===== src/rtl/tmr_scrub_controller.sv =====
// ---------------------------------------------------------------------------
// tmr_scrub_controller
//
// Periodically sweeps a triplicated (A/B/C) configuration register bank.
// For every word it reads the three copies, forms the bitwise 2-of-3
// majority and, when any copy disagrees, writes the voted value back to all
// three copies. The bank access port is shared with the slow-control master
// through a scrubReq/scrubGnt handshake; the grant may be withdrawn at any
// cycle, in which case the current word is restarted from its read.
//
// Ports
//   clk, rstn           clock, asynchronous active-low reset
//   enable              enables automatic sweeps every PERIOD idle cycles
//   scrubNow            pulse: request one sweep (remembered until served)
//   clrErr              pulse: clear errCount and lastErrAddr
//   scrubReq / scrubGnt bank access port request / grant
//   rdEn, addr          read strobe and address (read data one cycle later)
//   rdA, rdB, rdC       read data of the three copies
//   wrEn, wrData        write strobe and voted data (all three copies)
//   busy                sweep in progress
//   errPulse            one-cycle pulse per corrected word
//   errCount            saturating corrected-word counter
//   lastErrAddr         address of the most recent correction
// ---------------------------------------------------------------------------
module tmr_scrub_controller #(
    parameter int NWORDS = 32,
    parameter int AW     = 5,
    parameter int DW     = 8,
    parameter int PERIOD = 1024,
    parameter int ERRW   = 16
) (
    input  logic            clk,
    input  logic            rstn,
    input  logic            enable,
    input  logic            scrubNow,
    input  logic            clrErr,
    output logic            scrubReq,
    input  logic            scrubGnt,
    output logic            rdEn,
    output logic [AW-1:0]   addr,
    input  logic [DW-1:0]   rdA,
    input  logic [DW-1:0]   rdB,
    input  logic [DW-1:0]   rdC,
    output logic            wrEn,
    output logic [DW-1:0]   wrData,
    output logic            busy,
    output logic            errPulse,
    output logic [ERRW-1:0] errCount,
    output logic [AW-1:0]   lastErrAddr
);

    localparam int            TW    = $clog2(PERIOD);
    localparam logic [TW-1:0] TLAST = TW'(PERIOD - 1);
    localparam logic [AW-1:0] PLAST = AW'(NWORDS - 1);

    typedef enum logic [2:0] {
        IDLE, REQ, READ, VOTE, WRITE, NEXT, DONE
    } stateT;

    stateT           state;
    stateT           stateNxt;
    logic [TW-1:0]   timer;
    logic [AW-1:0]   ptr;
    logic            pending;
    logic [DW-1:0]   wrDataReg;
    logic [ERRW-1:0] errCnt;
    logic [AW-1:0]   lastAddr;

    logic            startSweep;
    logic            mismatch;
    logic [DW-1:0]   voted;
    logic            commit;

    function automatic logic [DW-1:0] majority(input logic [DW-1:0] a,
                                               input logic [DW-1:0] b,
                                               input logic [DW-1:0] c);
        return (a & b) | (b & c) | (a & c);
    endfunction

    function automatic logic [ERRW-1:0] satInc(input logic [ERRW-1:0] v);
        return (&v) ? v : v + ERRW'(1);
    endfunction

    // A sweep starts from IDLE on a fresh or remembered scrubNow, or when the
    // enabled idle timer expires.
    assign startSweep = (state == IDLE) &&
                        (pending || scrubNow || (enable && (timer == TLAST)));
    assign voted      = majority(rdA, rdB, rdC);
    assign mismatch   = (rdA != rdB) || (rdB != rdC);
    assign commit     = (state == WRITE) && scrubGnt;

    // State register
    always_ff @(posedge clk or negedge rstn) begin
        if (!rstn) begin
            state <= IDLE;
        end else begin
            state <= stateNxt;
        end
    end

    // Next-state logic; any grant loss while holding the port restarts the
    // current word from REQ.
    always_comb begin
        stateNxt = state;
        unique case (state)
            IDLE:    if (startSweep) stateNxt = REQ;
            REQ:     if (scrubGnt) stateNxt = READ;
            READ:    stateNxt = scrubGnt ? VOTE : REQ;
            VOTE: begin
                if (!scrubGnt)    stateNxt = REQ;
                else if (mismatch) stateNxt = WRITE;
                else              stateNxt = NEXT;
            end
            WRITE:   stateNxt = scrubGnt ? NEXT : REQ;
            NEXT:    stateNxt = (ptr == PLAST) ? DONE : REQ;
            DONE:    stateNxt = IDLE;
            default: stateNxt = IDLE;
        endcase
    end

    // Outputs; strobes are gated by the grant so nothing is issued in a
    // cycle where the port has been taken away.
    always_comb begin
        scrubReq = 1'b0;
        rdEn     = 1'b0;
        wrEn     = 1'b0;
        errPulse = 1'b0;
        addr     = '0;
        busy     = (state != IDLE);
        unique case (state)
            REQ:  scrubReq = 1'b1;
            READ: begin
                scrubReq = scrubGnt;
                rdEn     = scrubGnt;
                addr     = ptr;
            end
            VOTE: scrubReq = scrubGnt;
            WRITE: begin
                scrubReq = scrubGnt;
                wrEn     = scrubGnt;
                errPulse = scrubGnt;
                addr     = ptr;
            end
            NEXT:    scrubReq = 1'b1;
            default: ;
        endcase
    end

    // Timer, pointer, sweep request memory, vote register and status
    always_ff @(posedge clk or negedge rstn) begin
        if (!rstn) begin
            timer     <= '0;
            ptr       <= '0;
            pending   <= 1'b0;
            wrDataReg <= '0;
            errCnt    <= '0;
            lastAddr  <= '0;
        end else begin
            if (state == IDLE) begin
                if (!enable || startSweep) timer <= '0;
                else                       timer <= timer + TW'(1);
            end

            // In IDLE any remembered request is served at once, so pending
            // only has to survive while a sweep is running.
            pending <= (state == IDLE) ? 1'b0 : (pending | scrubNow);

            if (startSweep) begin
                ptr <= '0;
            end else if ((state == NEXT) && (ptr != PLAST)) begin
                ptr <= ptr + AW'(1);
            end

            if ((state == VOTE) && scrubGnt && mismatch) begin
                wrDataReg <= voted;
            end

            if (clrErr) begin
                errCnt   <= '0;
                lastAddr <= '0;
            end else if (commit) begin
                errCnt   <= satInc(errCnt);
                lastAddr <= ptr;
            end
        end
    end

    assign wrData      = wrDataReg;
    assign errCount    = errCnt;
    assign lastErrAddr = lastAddr;

endmodule


===== config.mk =====
export PLATFORM = sky130hd
export DESIGN_NAME = tmr_scrub_controller
export DESIGN_NICKNAME = d
export VERILOG_FILES = /design/src/rtl/tmr_scrub_controller.sv
export SDC_FILE = /design/constraint.sdc
export NUM_CORES = 1
export LEC_CHECK = 0
export ABC_AREA = 1
export BUFFER_PORTS_ARGS = -buffer_cell sky130_fd_sc_hd__buf_2
export CAP_MARGIN = 25
export CORE_MARGIN = 1.5
export CORE_UTILIZATION = 44
export CTS_CLUSTER_DIAMETER = 60
export DETAILED_ROUTE_END_ITERATION = 10
export HOLD_SLACK_MARGIN = 0.06
export PLACE_DENSITY = 0.67
export RECOVER_POWER = 50
export SYNTH_ARGS = -nofsm -noshare
export SYNTH_HDL_FRONTEND = slang
export SYNTH_SLANG_ARGS = --single-unit

===== constraint.sdc =====
create_clock -name clk -period 2.85 [get_ports clk]
set_clock_uncertainty 0.15 [all_clocks]
set_input_delay 0.57 -clock clk [delete_from_list [all_inputs] [get_ports clk]]
set_output_delay 0.57 -clock clk [all_outputs]
set_load 0.01 [all_outputs]

==> run summary, run 1 <==
status - complete, but fails checks
failing checks - DRC
die area - 7290 um^2
Residual DRC - 5
Setup Slack @ Placement - 0.744 ns
Die X - 85.4 um
fill cell count - 649
PwrDens - 556 nW/um^2
Worst Setup Start Kind - flop
combinational power share - 30.4%
Initial Util - 46.2%
Critical Path AT - 1.54 ns
Setup TNS Final - 0 ns
most instantiated cells after synthesis - nand2_1, nor2_1, dfrtp_1, inv_1, nand3_1
vias in the first global route - 2551
actual slew at the worst max-slew pin - 1.19 ns
reg-to-reg critical path endpoint - errCount[7]
largest net degree at the start of global routing - 49
clock latency at the later pin of the worst-skew pair - 0.30 ns
Rows - 29
CTS Buffer Depth - 2
Final Hold Vio Count - 0
Post-Route WL - 6400 um
R2R depth - 10
Mapped Cells - 390
Iter 0 DRT Violations - 84
Critical Path End - wrEn
Vias/cell - 4.89
PnR worst setup slack - 0.586 ns
clock share of power - 25.8%
Buf/Inv on CP - 2
area of the mapped netlist - 2990 um^2
CTS tree - built
Synth Area per Inst - 7.65 um^2
I/O pins - 69
worst vdd ir - 395 uV
GRT overflow - 0
first-pass GRT wire length - 11400 um
most common cell in the netlist - nand2_1
RSZ-0062 raised after global routing - no
WP data required - 2.13 ns
CP peak stage delay - 0.41 ns
Yosys top cell by area - dfrtp_1
initial antenna violation count - 0
Clock transition at path regs - 0.08 ns
core box area - 6460 um^2
Pre-antenna DRT Iters - 7
P_leak - 1.78 nW
Reg power frac - 43.8%
Post-CTS Hold Buffers - 0
P_int - 1.23 mW
DP HPWL - 4960 um
YS warnings - 0
reg2reg start - errCount[0]
CP cell instances - nor2_1 > nand3_1 > inv_1 > buf_2
Synth-to-Final Area Change - 16.2%
relative slew slack - 20.6%
port bufs - 68
Final Setup Violations - 0
Synth top area share - 40.2%
Hold Crit Class - flop to flop
cell family with most CP delay - simple AND/OR/NAND/NOR gates
Period minus WS final - 2.26 ns
Max Cap Viol - 0
gpl congestion - 0.814
Final Max Tran Viols - 0
Psw - 0.697 mW
Critical Path End Type - output port
Synth cell types - 29
Sw Ratio - 36.1%
number of routed nets with antenna violations - 0
slowest stage cell on the critical path - dfrtp_1
NumNets Final - 512
post-synthesis sequential area ratio - 40.2%
Inserted Clock Buffers - 5
Syn Nets - 440
Vias - 2643
H-Tree Depth - 2
Final Cycle Share - 79.4%
layout cell share with drive strength beyond 1 - 17.5%
ranking of synthesized cells by area - dfrtp_1, nand2_1, ha_1
routed len/inst - 11.9 um
EDFF count, synth - 0
CTS root buf - clkbuf_8
post-CTS setup buffer count - 0
critical path type - flop to output port
ys async rst share - 100%
crit path from - state[1]
CP Max Fanout - 8
ANT cells - 0
ys flop type - dfrtp_1
Fmax - 0.442 GHz
Total GRT Usage - 19.5%
Worst path depth - 4
Clock Sinks - 48
r2r setup slk - 0.94 ns
Die Height - 85.4 um
Seq cells post-synth - 48
PostCTS Resize Cnt - 0
==> flip-flops by register name, indices dropped and copies added (netlist names) <==
| signal | count |
|---|---|
| wrData | 8 |
| state | 3 |
| pending | 1 |
| ptr | 5 |
| errCount | 16 |
| timer | 10 |
| lastErrAddr | 5 |
==> per-layer routing <==
| layer | wire length, um | share of wire (%) | GRT usage (%) | vias up |
|---|---|---|---|---|
| met5 | 0 | 0 | 0 | - |
| met4 | 16 | 0.25 | 4.25 | 0 |
| met3 | 241 | 3.8 | 4.96 | 2 |
| met2 | 3160 | 49 | 34.6 | 43 |
| met1 | 2980 | 47 | 24.1 | 1201 |
| li1 | - | - | - | 1397 |
==> kinds of logic (layout without fill, tap and decap cells) <==
family / after synthesis / after routing / synth area share (%)
xor+xnor: 14 / 14 / 4.11
simple gates: 220 / 220 / 31.1
flops: 48 / 48 / 40.2
buf+inv: 44 / 117 / 6.62
fa+ha+maj: 20 / 20 / 8.38
compound gates: 43 / 43 / 9.22
mux: 1 / 1 / 0.335
==> area by class of cell <==
| cell class | instances | area [um^2] | area share [%] |
|---|---|---|---|
| multi-input cells | 298 | 1580 | 45.4 |
| flip-flops and latches | 48 | 1200 | 34.6 |
| repair buffers | 70 | 338 | 9.74 |
| inverters | 39 | 146 | 4.22 |
| well taps | 77 | 96.3 | 2.78 |
| clock buffers | 5 | 68.8 | 1.98 |
| clock inverters | 3 | 42.5 | 1.23 |
==> worst min-delay path by stage <==
| stage | startpoint | end | cells after the start |
|---|---|---|---|
| 2_1_floorplan | rstn | errCount[0] | 0 |
| 3_3_place_gp | wrData[1] | wrData[1] | 2 |
| 5_1_grt | wrData[6] | wrData[6] | 2 |
| 3_5_place_dp | wrData[3] | wrData[3] | 2 |
| 4_1_cts | rstn | errCount[7] | 2 |
| 6_report | wrData[3] | wrData[3] | 2 |
==> per-stage QoR <==
step                utilization [%]  std cells  power (mW)  instance area [um^2]  hold slack (ns)
floorplan                         -        390        1.26                  2990            0.124
global placement               52.4        532        1.47                  3390            0.329
detailed placement             52.4        532        1.48                  3390            0.338
CTS                            54.1        540        1.98                  3500            0.220
global route                   53.7        540        2.08                  3470            0.391
finish                         53.7        540        1.93                  3470            0.362
==> placed cells by master (no fill, tap or decap), types with 5 or more instances in the layout <==
| cell type | n |
|---|---|
| clkbuf_8 | 5 |
| inv_1 | 38 |
| o21ai_0 | 18 |
| nor3_1 | 7 |
| nand2_1 | 116 |
| o21ai_2 | 5 |
| o21ai_1 | 6 |
| buf_2 | 56 |
| clkbuf_1 | 12 |
| a211o_1 | 8 |
| nor2_1 | 58 |
| xor2_1 | 12 |
| nand3_1 | 26 |
| dfrtp_1 | 48 |
| ha_1 | 20 |
==> power by group through the flow <==
| stage | sequential, mW | combinational, mW | clock, mW |
|---|---|---|---|
| 6_report | 0.845 | 0.587 | 0.497 |
| 5_1_grt | 0.858 | 0.682 | 0.542 |
| 4_1_cts | 0.846 | 0.619 | 0.512 |
| 3_5_place_dp | 0.859 | 0.618 | 0 |
| 3_3_place_gp | 0.856 | 0.609 | 0 |
| 2_1_floorplan | 0.880 | 0.376 | 0 |
==> worst min-delay path: stages, from the launching register on <==
cell and delay (ns):
dfrtp_1 0.35, o21ai_0 0.08, nand2_1 0.06
No activity file was read; power rests on OpenSTA's default activity.
==> inputs of run 2 (changes only) <==
--- a/config.mk
+++ b/config.mk
@@ -13,7 +13,7 @@
 export CTS_CLUSTER_DIAMETER = 60
 export DETAILED_ROUTE_END_ITERATION = 10
 export HOLD_SLACK_MARGIN = 0.06
-export PLACE_DENSITY = 0.67
+export PLACE_DENSITY = 0.7
 export RECOVER_POWER = 50
 export SYNTH_ARGS = -nofsm -noshare
 export SYNTH_HDL_FRONTEND = slang
==> constraint.sdc (replaced) <==
create_clock -name clk -period 1.9 [get_ports clk]
set_clock_uncertainty 0.15 [all_clocks]
set_input_delay 0.38 -clock clk [delete_from_list [all_inputs] [get_ports clk]]
set_output_delay 0.38 -clock clk [all_outputs]
set_load 0.01 [all_outputs]
==> run summary, run 2 (synthesis gave the netlist of run 1 again) <==
relative slew slack - 30.8%
fin util - 56.6%
slowest stage cell on the critical path - dfrtp_1
critical path type - flop to output port
Vias - 2755
CTS Buffer Depth - 2
Post-Route WL - 6760 um
gpl congestion - 0.830
CP peak stage delay - 0.44 ns
Residual DRC - 7
Hold Crit Class - input pin to flop
CP Max Fanout - 5
reg-to-reg critical path endpoint - timer[3]
failing checks - DRC, setup timing
fill cell count - 627
Iter 0 DRT Violations - 68
PnR worst setup slack - -0.00215 ns
CTS tree - built
vias in the first global route - 2628
worst vdd ir - 628 uV
Critical Path AT - 1.37 ns
DP HPWL - 5260 um
number of routed nets with antenna violations - 0
Synth-to-Final Area Change - 22.5%
H-Tree Depth - 2
Max Cap Viol - 0
Storage cell area - 1200 um^2
ANT cells - 0
Period minus WS final - 1.90 ns
Die X - 85.4 um
routed len/inst - 12.3 um
GRT overflow - 0
Clock Sinks - 48
NumNets Final - 523
first-pass GRT wire length - 11500 um
I/O pins - 69
R2R depth - 9
P_leak - 1.85 nW
Final Cycle Share - 100%
Pre-antenna DRT Iters - 7
RSZ-0062 raised after global routing - yes
Final Non-Filler Cells - 551
dpl cells - 538
initial antenna violation count - 0
Clock transition at path regs - 0.09 ns
Hold Path Sink - pending
clock latency at the later pin of the worst-skew pair - 0.30 ns
max FFs per register - 16
Final Max Tran Viols - 0
actual slew at the worst max-slew pin - 1.04 ns
largest net degree at the start of global routing - 23
Final Hold Vio Count - 0
CTS root buf - clkbuf_8
Rows - 29
core box area - 6460 um^2
reg2reg start - state[1]
Final Setup Violations - 1
die area - 7290 um^2
Critical Path End Type - output port
status - complete, but fails checks
CP cell instances - nor2_4 > nand2_1 > nand2_2 > inv_4 > nor2_2 > buf_2
PwrDens - 907 nW/um^2
Fmax - 0.526 GHz
Total GRT Usage - 19.4%
WP data required - 1.37 ns
hold path startpoint - scrubNow
Vias/cell - 5.00
most frequent cells in the layout - nand2_1, buf_2, nor2_1, dfrtp_1, inv_1
crit path from - state[1]
port bufs - 68
most common cell after layout, fill and taps aside - nand2_1
footprint of the multi-input gates - 1620 um^2
Worst Setup Start Kind - flop
layout cell share with drive strength beyond 1 - 22.2%
Inserted Clock Buffers - 5
Initial Util - 46.2%
r2r setup slk - 0.13 ns
Worst Hold Depth - 3
Die Height - 85.4 um
## run 2: timing repair
item                                   4_1_cts  5_1_grt
hold buffers                                 1        0
endpoints found under the hold margin       17        0
setup endpoints to repair                    8       14
resized for setup                            7       11
setup buffers                                4        0
pin swaps                                    1        4
## run 2: per-layer routing
metal  GRT usage, %  part of all wire (%)  vias to the layer above
li1               -                     -                     1418
met1           24.7                    45                     1277
met2           34.6                    51                       53
met5              0                     0                        -
met4           4.99                   1.1                        0
met3           2.92                   3.7                        7
## run 2: stage by stage
step / setup slack [ns] / power (mW) / TNS [ns] / instance area [um^2] / hold slack, ns
final: -0.00215 / 3.32 / -0.00215 / 3660 / 0.202
after global routing: -0.0705 / 3.52 / -1.15 / 3660 / 0.225
after CTS: 0.00473 / 3.33 / 0 / 3650 / 0.195
after detailed placement: 0.0154 / 2.24 / 0 / 3440 / 0.206
after global placement: 0.0810 / 2.21 / 0 / 3440 / 0.199
after floorplan: 0.258 / 1.88 / 0 / 2990 / -0.0656
## run 2: cell type report
| type | count | share of cell area [%] |
|---|---|---|
| Clock inverter | 3 | 2.46 |
| Tap cell | 77 | 2.63 |
| Multi-Input combinational cell | 298 | 44.3 |
| Timing Repair Buffer | 81 | 11.8 |
| Sequential cell | 48 | 32.8 |
| Inverter | 39 | 4.07 |
| Clock buffer | 5 | 1.88 |
## run 2: power breakdown
group | internal, mW | switching, mW | total (mW)
clock network | 0.658 | 0.358 | 1.02
registers | 1.17 | 0.106 | 1.28
logic | 0.356 | 0.667 | 1.02
## run 2: critical path, delay by kind of cell (launching register included)
family                 cells  cell delay [ns]
buffers and inverters      2             0.21
flip-flops                 1             0.44
AND/OR/NAND/NOR            4             0.42
## run 2: worst max-delay path by stage
stage / to / depth (start not counted)
after detailed placement: wrData[7] / 10
after CTS: scrubReq / 6
after global placement: wrData[2] / 10
after floorplan: errCount[11] / 10
final: addr[1] / 6
after global routing: addr[0] / 6
==> inputs of run 3 (changes only) <==
--- a/config.mk
+++ b/config.mk
@@ -5,7 +5,6 @@
 export SDC_FILE = /design/constraint.sdc
 export NUM_CORES = 1
 export LEC_CHECK = 0
-export ABC_AREA = 1
 export BUFFER_PORTS_ARGS = -buffer_cell sky130_fd_sc_hd__buf_2
 export CAP_MARGIN = 25
 export CORE_MARGIN = 1.5
==> run summary, run 3 <==
Sw Ratio - 35.0%
core box area - 6390 um^2
Synth top area share - 41.1%
Clock Sinks - 48
clock share of power - 18.8%
ranking of synthesized cells by area - dfrtp_1, ha_1, a21oi_1
cell family with most CP delay - simple AND/OR/NAND/NOR gates
most common cell in the netlist - dfrtp_1
Final Cycle Share - 108%
CTS tree - built
final hold slack - 0.227 ns
YS warnings - 0
Inserted Clock Buffers - 5
GRT overflow - 0
routed len/inst - 14.9 um
CP peak stage delay - 0.49 ns
reg-to-reg critical path endpoint - errCount[14]
initial antenna violation count - 0
ANT cells - 0
Hold Crit Class - input pin to flop
H-Tree Depth - 2
most instantiated cells after synthesis - dfrtp_1, nor2_1, nand2_1, a21oi_1, ha_1
Reg power frac - 40.0%
Psw - 1.10 mW
PnR worst setup slack - -0.161 ns
Critical Path End Type - flop
Die Height - 84.5 um
Seq cells post-synth - 48
Final Hold Vio Count - 0
clock latency at the later pin of the worst-skew pair - 0.30 ns
number of routed nets with antenna violations - 0
P_int - 2.04 mW
Storage cell area - 1200 um^2
Buf/Inv on CP - 2
ys async rst share - 100%
RSZ-0062 raised after global routing - yes
die area - 7140 um^2
Initial Util - 45.7%
footprint of the multi-input gates - 1850 um^2
WP data required - 1.98 ns
slowest stage cell on the critical path - or4_4
Final Setup Violations - 25
Synth cell types - 48
Mapped Cells - 302
fin util - 64.7%
reg2reg start - state[1]
Total GRT Usage - 21.2%
most common cell after layout, fill and taps aside - buf_2
hold path startpoint - scrubNow
worst vdd ir - 529 uV
R2R depth - 7
relative slew slack - 55.5%
largest net degree at the start of global routing - 49
Post-Route WL - 7450 um
status - complete, but fails checks
ys flop type - dfrtp_1
Worst Hold Depth - 3
area of the mapped netlist - 2920 um^2
combinational power share - 41.2%
Hold Path Sink - pending
EDFF count, synth - 0
Pre-antenna DRT Iters - 4
Final Max Tran Viols - 0
Fmax - 0.485 GHz
CP cell instances - nand2b_4 > or3b_4 > clkinv_8 > buf_12 > o211ai_4 > or4_4 > a21oi_2
cell area after layout - 4130 um^2
Max Cap Viol - 0
layout cell share with drive strength beyond 1 - 41.9%
Setup Slack @ Placement - -0.148 ns
fill cell count - 529
first-pass GRT wire length - 12300 um
CTS root buf - clkbuf_8
most frequent cells in the layout - buf_2, buf_4, dfrtp_1, nor2_1, nand2_1
CTS Buffer Depth - 2
Vias - 2786
DP HPWL - 5280 um
Clock transition at path regs - 0.09 ns
r2r setup slk - -0.16 ns
max FFs per register - 16
PwrDens - 759 nW/um^2
actual slew at the worst max-slew pin - 0.667 ns
Vias/cell - 5.58
port bufs - 68
Period minus WS final - 2.06 ns
Power Total - 3.14 mW
Critical Path AT - 2.14 ns
P_leak - 1.90 nW
Synth Area per Inst - 9.67 um^2
Yosys top cell by area - dfrtp_1
vias in the first global route - 2723
CP Max Fanout - 5
Cell Area, Placed - 3680 um^2
Worst path depth - 7
Iter 0 DRT Violations - 146
Syn Nets - 352
gpl congestion - 0.870
Synth-to-Final Area Change - 41.5%
critical path type - flop to flop
Die X - 84.5 um
failing checks - setup timing
Rows - 29
Worst Setup Start Kind - flop
I/O pins - 69
NumNets Final - 472
post-synthesis sequential area ratio - 41.1%
Residual DRC - 0
run 3: worst reg2reg max path, stage by stage, from the launching register on:
cell and delay, ns:
dfrtp_1 0.39, nand2b_4 0.14, or3b_4 0.41, clkinv_8 0.07, buf_12 0.11, o211ai_4 0.10
or4_4 0.49, a21oi_2 0.12
run 3: power groups by stage:
stage	Sequential [mW]	Clock (mW)	Combinational [mW]
6_report	1.26	0.590	1.29
5_1_grt	1.28	0.644	1.42
4_1_cts	1.25	0.607	1.08
3_5_place_dp	1.27	0	1.03
3_3_place_gp	1.26	0	1.01
2_1_floorplan	1.31	0	0.553
run 3: worst max-delay path by stage:
| stage | from | end | slack [ns] |
|---|---|---|---|
| after floorplan | state[1] | errCount[5] | -0.23 |
| after global placement | state[1] | errCount[14] | -0.11 |
| after detailed placement | state[1] | errCount[14] | -0.15 |
| after CTS | state[1] | errPulse | -0.18 |
| after global routing | state[1] | errCount[10] | -0.22 |
| final | state[1] | errCount[14] | -0.16 |
run 3: cell type report:
class,count,area share [%]
clock inverter,1,0.121
sequential,48,29.1
multi-input combinational,237,44.7
tap,77,2.33
timing repair buffer,127,21.4
inverter,3,0.636
clock buffer,6,1.76
run 3: routing by layer:
layer / share of wire, % / global-route usage, % / vias to the layer above
met5: 0 / 0 / -
met4: 1.4 / 6.30 / 0
met3: 5.6 / 4.52 / 10
met2: 49 / 35.7 / 90
met1: 44 / 27.6 / 1340
li1: - / - / 1346
run 3: per-stage QoR:
stage               std cells  TNS [ns]
global route              499     -4.15
CTS                       490     -2.81
floorplan                 302     -1.70
finish                    499     -2.32
detailed placement        475     -1.20
global placement          475    -0.324
run 3: kinds of logic after synthesis:
group	Yosys count	synth area share [%]
simple gates	128	23.6
compound gates	66	15.8
flops	48	41.1
fa+ha+maj	20	8.57
buf+inv	17	3.25
xor+xnor	12	3.60
mux	11	4.07
run 3: timing repair:
| action | in CTS | in global routing |
|---|---|---|
| hold buffers | 1 | 0 |
| endpoints found under the setup margin | 24 | 29 |
| pin swaps | 18 | 18 |
| gates resized for setup | 17 | 31 |
| endpoints found under the hold margin | 48 | 0 |
| setup buffers | 7 | 10 |
